===== config.mk =====
export PLATFORM = sky130hd
export DESIGN_NAME = serial_link_phy_tx_mc
export DESIGN_NICKNAME = d
export VERILOG_FILES = /design/src/rtl/serial_link_phy_tx_mc.sv
export SDC_FILE = /design/constraint.sdc
export NUM_CORES = 1
export LEC_CHECK = 0
export ABC_AREA = 1
export CAP_MARGIN = 20
export CORE_MARGIN = 2
export CORE_UTILIZATION = 55
export DETAILED_ROUTE_END_ITERATION = 8
export GPL_ROUTABILITY_DRIVEN = 1
export GPL_TIMING_DRIVEN = 0
export PLACE_DENSITY = 0.85
export SLEW_MARGIN = 10
export SYNTH_ARGS = -nofsm -noshare
export SYNTH_HDL_FRONTEND = slang
export SYNTH_SLANG_ARGS = --single-unit

===== constraint.sdc =====
create_clock -name clk_i -period 2.91 [get_ports clk_i]
set_input_delay 0.582 -clock clk_i [delete_from_list [all_inputs] [get_ports clk_i]]
set_output_delay 0.582 -clock clk_i [all_outputs]
set_load 0.02 [all_outputs]

===== src/rtl/serial_link_phy_tx_mc.sv =====
// Multi-channel source-synchronous TX PHY: shared divider/phase shifter, DDR/SDR lanes, training sequencer.
// Lane data and forwarded clock are registered (2 cycles acceptance-to-pad); ready_o only on a beat boundary.
module serial_link_phy_tx_mc #(
   parameter int NumChannels = 2,
   parameter int NumLanes    = 8,
   parameter int MaxClkDiv   = 32,
   parameter int TrainLenW   = 8,
   localparam int CntW       = $clog2(MaxClkDiv) + 1
) (
   input  logic                              clk_i,
   input  logic                              rst_i,
   input  logic [CntW-1:0]                   cfg_clk_div_i,
   input  logic [CntW-1:0]                   cfg_shift_start_i,
   input  logic [CntW-1:0]                   cfg_shift_end_i,
   input  logic                              cfg_ddr_en_i,
   input  logic [NumChannels-1:0]            cfg_chan_en_i,
   input  logic                              train_req_i,
   input  logic [TrainLenW-1:0]              train_len_i,
   input  logic [NumChannels*2*NumLanes-1:0] data_i,
   input  logic                              valid_i,
   output logic                              ready_o,
   output logic [NumChannels-1:0]            ddr_clk_o,
   output logic [NumChannels*NumLanes-1:0]   ddr_o,
   output logic                              busy_o,
   output logic                              train_done_o
);

   localparam int BeatW = 2 * NumLanes;
   localparam logic [NumLanes-1:0] Pat55 = NumLanes'({((NumLanes + 1) / 2){2'b01}});
   localparam logic [NumLanes-1:0] PatAA = ~Pat55;

   typedef enum logic [1:0] {IDLE, SEND, TRAIN} state_e;

   state_e                          state_q, state_d;
   logic [CntW-1:0]                 cnt_q, cnt_d;
   logic [CntW-1:0]                 div_q, div_d;
   logic [CntW-1:0]                 start_q, start_d;
   logic [CntW-1:0]                 end_q, end_d;
   logic                            ddr_en_q, ddr_en_d;
   logic [NumChannels-1:0]          chan_en_q, chan_en_d;
   logic [TrainLenW-1:0]            tcnt_q, tcnt_d;
   logic                            tphase_q, tphase_d;
   logic [NumChannels*BeatW-1:0]    beat_q, beat_d;
   logic                            clk_q, clk_d;
   logic [NumChannels-1:0]          ddr_clk_q, ddr_clk_d;
   logic [NumChannels*NumLanes-1:0] ddr_q, ddr_d;
   logic                            busy_q;
   logic                            done_q, done_d;

   logic [CntW-1:0]      div_even;
   logic [CntW-1:0]      half;
   logic [TrainLenW-1:0] tlen;
   logic                 wrap, active, latch, ready, sel_hi;

   assign div_even = cfg_clk_div_i & ~CntW'(1);
   assign half     = div_q >> 1;
   assign wrap     = (cnt_q == div_q - CntW'(1));
   assign active   = (state_q != IDLE);
   assign tlen     = (train_len_i == '0) ? TrainLenW'(1) : train_len_i;

   always_comb begin
      state_d   = state_q;
      div_d     = div_q;
      start_d   = start_q;
      end_d     = end_q;
      ddr_en_d  = ddr_en_q;
      chan_en_d = chan_en_q;
      tcnt_d    = tcnt_q;
      tphase_d  = tphase_q;
      beat_d    = beat_q;
      done_d    = 1'b0;
      latch     = 1'b0;
      ready     = 1'b0;
      sel_hi    = 1'b0;
      ddr_d     = '0;
      ddr_clk_d = '1;

      case (state_q)
         IDLE: begin
            ready = !train_req_i;
            if (train_req_i) begin
               state_d  = TRAIN;
               latch    = 1'b1;
               tcnt_d   = tlen;
               tphase_d = 1'b0;
            end else if (valid_i) begin
               state_d = SEND;
               latch   = 1'b1;
               beat_d  = data_i;
            end
         end
         SEND: begin
            ready = wrap && !train_req_i;
            if (wrap) begin
               if (train_req_i) begin
                  state_d  = TRAIN;
                  tcnt_d   = tlen;
                  tphase_d = 1'b0;
               end else if (valid_i) begin
                  beat_d = data_i;
               end else begin
                  state_d = IDLE;
               end
            end
         end
         TRAIN: begin
            if (wrap) begin
               tcnt_d   = tcnt_q - TrainLenW'(1);
               tphase_d = !tphase_q;
               if (tcnt_q == TrainLenW'(1)) begin
                  done_d  = 1'b1;
                  state_d = IDLE;
               end
            end
         end
         default: state_d = IDLE;
      endcase

      // Shadow config only moves when a burst starts from IDLE.
      if (latch) begin
         div_d     = (div_even < CntW'(2)) ? CntW'(2) : div_even;
         start_d   = cfg_shift_start_i;
         end_d     = cfg_shift_end_i;
         ddr_en_d  = cfg_ddr_en_i;
         chan_en_d = cfg_chan_en_i;
      end

      cnt_d = (!active || wrap) ? '0 : cnt_q + CntW'(1);

      // Forcing high on the last step makes every beat end with the clock high.
      clk_d = clk_q;
      if (!active || wrap) begin
         clk_d = 1'b1;
      end else if (cnt_q == start_q || cnt_q == end_q) begin
         clk_d = !clk_q;
      end

      if (active) begin
         for (int c = 0; c < NumChannels; c++) begin
            if (chan_en_q[c]) begin
               ddr_clk_d[c] = clk_d;
               if (state_q == TRAIN) begin
                  sel_hi = ddr_en_q ? (cnt_q >= half) : tphase_q;
                  ddr_d[c*NumLanes +: NumLanes] = sel_hi ? PatAA : Pat55;
               end else begin
                  sel_hi = ddr_en_q && (cnt_q >= half);
                  ddr_d[c*NumLanes +: NumLanes] = sel_hi ? beat_q[c*BeatW+NumLanes +: NumLanes]
                                                         : beat_q[c*BeatW +: NumLanes];
               end
            end
         end
      end
   end

   always_ff @(posedge clk_i) begin
      if (rst_i) begin
         state_q   <= IDLE;
         cnt_q     <= '0;
         div_q     <= CntW'(2);
         start_q   <= '0;
         end_q     <= '0;
         ddr_en_q  <= 1'b0;
         chan_en_q <= '0;
         tcnt_q    <= '0;
         tphase_q  <= 1'b0;
         beat_q    <= '0;
         clk_q     <= 1'b1;
         ddr_clk_q <= '1;
         ddr_q     <= '0;
         busy_q    <= 1'b0;
         done_q    <= 1'b0;
      end else begin
         state_q   <= state_d;
         cnt_q     <= cnt_d;
         div_q     <= div_d;
         start_q   <= start_d;
         end_q     <= end_d;
         ddr_en_q  <= ddr_en_d;
         chan_en_q <= chan_en_d;
         tcnt_q    <= tcnt_d;
         tphase_q  <= tphase_d;
         beat_q    <= beat_d;
         clk_q     <= clk_d;
         ddr_clk_q <= ddr_clk_d;
         ddr_q     <= ddr_d;
         busy_q    <= active;
         done_q    <= done_d;
      end
   end

   assign ready_o      = ready && !rst_i;
   assign ddr_clk_o    = ddr_clk_q;
   assign ddr_o        = ddr_q;
   assign busy_o       = busy_q;
   assign train_done_o = done_q;

endmodule


==> reports/qor.yml <==
run_status:
  status: "finished clean"
power_and_ir_drop:
  switching_share: 0.3938
  worst_ir_drop_vdd_v: 0.0005426
  power_density_nw_per_um2: 820.1
  p_leak_nw: 2.389
  p_seq_frac: 0.373
  comb_power_share: 0.395
  p_total_mw: 4.419
  p_int_mw: 2.679
  clkPwrFrac: 0.231
  p_sw_mw: 1.740
detailed_routing:
  routed_wl_um: 11210
  detail_route.iter0.violations: 275
  drc: 0
  ant_nets: 0
  detail_route.wl_per_cell_um: 13.97
  drt-vias-per-instance: 5.374
  dr_total_vias: 4310
  first_pass_iters: 5
clock_tree:
  clk_latency_ns: 0.36
  clk_pin_slew_ns: 0.09
  cts.sinks: 90
  htreeDepth: 3
  clock_path_buffers: 2
  cts_tree: "yes"
  root_buffer: "clkbuf_8"
  postCtsHoldBufs: 0
  cts_buffers: 9
  cts_setup_buffers: 0
setup_path:
  crit_arrival_ns: 2.14
  critPathKind: "flop to primary output"
  critPathLaunchType: "flop"
  crit_required_ns: 2.33
  cp-end-kind: "primary output"
  crit_fanout: 5
sta:
  setup_violations: 0
  clock.fmax_mhz: 366.9
  period_needed_ns: 2.726
  worst_slew_pin_slew_ns: 0.6100
  max_slew_margin: 0.5933
  slew_viol_final: 0
  layout_setup_ws_ns: 0.1843
  final.setup.tns_ns: 0
  clock_skew_ns: 0.009989
  finalHoldViolCount: 0
  min_period_over_period: 0.9367
  rsz0062_at_grt: "false"
placed_design:
  port_buffers: 84
  post-place-ws_ns: -0.2220
  placed_area_um2: 5149
  dp.cells: 787
  dp_hpwl_um: 8418
  finalWeightedCongestion: 0.8964
logic_synthesis:
  post-synth-top-count-cell: "nand2_1"
  syn_nets: 678
  synth.ff_latch_count: 90
  synth-edff-count: 0
  synthDistinctLibCells: 36
  async_reset_ff_frac: 0
  synth_top_area_frac: 0.4306
  synth.avg_cell_area_um2: 6.927
  synth.area.top_cells: "dfxtp_1 (43%), nand2_1 (11%), nor2_1 (10%)"
  ys.warnings.count: 0
  yosys.area.top_type: "dfxtp_1"
  synthTopCellsByCount: "nand2_1 (127), nor2_1 (113), dfxtp_1 (90), inv_1 (63), o21ai_0 (47)"
  ys_seq_area_frac: 0.4306
  synthFlopType: "dfxtp_1"
  postSynthCellCount: 604
  netlist_area_um2: 4184
grt:
  first_global_vias: 4030
  grt_max_degree: 16
  grt_overflow: 0
  grt_pass1_wl_um: 18200
  antenna_found_initial: 0
  grt.total_usage: 0.2700
floorplanning:
  dieArea_um2: 8321
  core_area_um2: 7292
  die_y_um: 91.22
  fp.dieW_um: 91.22
  rows: 31
  initial_core_util: 0.5738
  ios: 86
finish:
  fin_area_um2: 5389
  diodes: 0
  final_nets: 773
  drive_gt1_frac: 0.05548
  fin_cells: 802
  nFillCells: 612
  area_delta_synth_final_pct: 28.80
job:
  cap_violations: 0
hold_path:
  hp-class: "flop to flop"
-- state kept, by name, indices dropped and copies added (netlist names) --
register,count
cnt_q,6
state_q,2
busy_o,1
chan_en_q,2
clk_q,1
tcnt_q,8
beat_q,32
train_done_o,1
ddr_o,16
ddr_clk_o,2
tphase_q,1
start_q,6
end_q,6
ddr_en_q,1
div_q,5
-- area by class of cell --
| type | instances | area [um^2] | area share |
|---|---|---|---|
| clock inverters | 6 | 115.1 | 0.02136 |
| repair buffers | 84 | 838.3 | 0.1556 |
| well taps | 99 | 123.9 | 0.02299 |
| multi-input cells | 424 | 2018 | 0.3745 |
| flip-flops and latches | 90 | 1805 | 0.3350 |
| inverters | 67 | 251.5 | 0.04667 |
| plain buffers | 23 | 112.6 | 0.02090 |
| clock buffers | 9 | 123.9 | 0.02299 |
-- routing by layer --
layer | GRT usage | up-vias | share of wire
met5 | 0 | - | 0
met3 | 0.03734 | 27 | 0.061
met2 | 0.4667 | 182 | 0.49
met1 | 0.3410 | 1977 | 0.43
li1 | - | 2124 | -
met4 | 0.1035 | 0 | 0.022
-- critical path, stage by stage, from the launching register on --
cell,delay [ns]
dfxtp_4,0.38
inv_1,0.07
ha_1,0.30
nand2_1,0.07
nand2_1,0.05
nor2_1,0.08
nand2_1,0.09
a21oi_2,0.13
nand2_2,0.14
inv_1,0.13
o21ai_0,0.08
nor2_1,0.12
buf_4,0.15
-- worst paths after layout --
path | startpoint | slack (ns) | to | depth (start not counted)
worst max-delay path | div_q[1]$_SDFFE_PP1P_ | 0.18 | ready_o | 12
worst min-delay path | beat_q[5]$_SDFFE_PP0P_ | 0.47 | beat_q[5]$_SDFFE_PP0P_ | 2
worst max register to register | div_q[4]$_SDFFE_PP0P_ | 0.67 | ddr_o[14]$_SDFF_PP0_ | 11
worst min register to register | beat_q[5]$_SDFFE_PP0P_ | 0.47 | beat_q[5]$_SDFFE_PP0P_ | 2
-- timing repair --
action,in CTS,in global routing
resized for setup,4,3
pin swaps,0,1
setup endpoints to repair,1,1
-- stage by stage --
stage | hold WS (ns) | util
after floorplan | 0.4358 | -
after global placement | 0.4469 | 0.7061
after detailed placement | 0.4500 | 0.7061
after CTS | 0.4701 | 0.7392
after global routing | 0.4951 | 0.7390
final | 0.4708 | 0.7390
-- power by group through the flow --
stage	Clock, mW	Combinational [mW]	Sequential, mW
finish	1.02	1.75	1.65
global placement	0	1.62	1.66
floorplan	0	1.21	1.65
global route	1.08	1.95	1.68
detailed placement	0	1.70	1.67
CTS	1.03	1.73	1.64
-- cells by family (layout without fill, tap and decap cells) --
kind of cell | Yosys count | in the layout | synth area share
and+or+nand+nor | 303 | 303 | 0.3041
xor gates and xnor gates | 10 | 10 | 0.02093
buffers and inverters | 90 | 189 | 0.08702
DFF | 90 | 90 | 0.4306
adders and majority gates | 9 | 9 | 0.02691
AOI/OAI and AO/OA | 102 | 102 | 0.1304
-- layout by cell type, fill, tap and decap left out, types with 2 or more instances in the layout --
master,Yosys,routed
a21oi_1,41,41
a21oi_2,2,2
buf_2,6,6
buf_4,1,2
buf_6,2,2
bufinv_16,0,3
clkbuf_1,13,13
clkbuf_8,0,9
clkdlybuf4s50_1,0,83
dfxtp_1,90,89
ha_1,9,9
inv_1,63,63
inv_2,3,3
nand2_1,127,127
nand2_2,2,2
nand3_1,31,31
nand4_1,19,19
nor2_1,113,113
nor3_1,4,4
o211ai_1,2,2
o21ai_0,47,47
o22ai_1,4,4
xnor2_1,2,2
xor2_1,8,8
(Power assumes the default switching activity.)
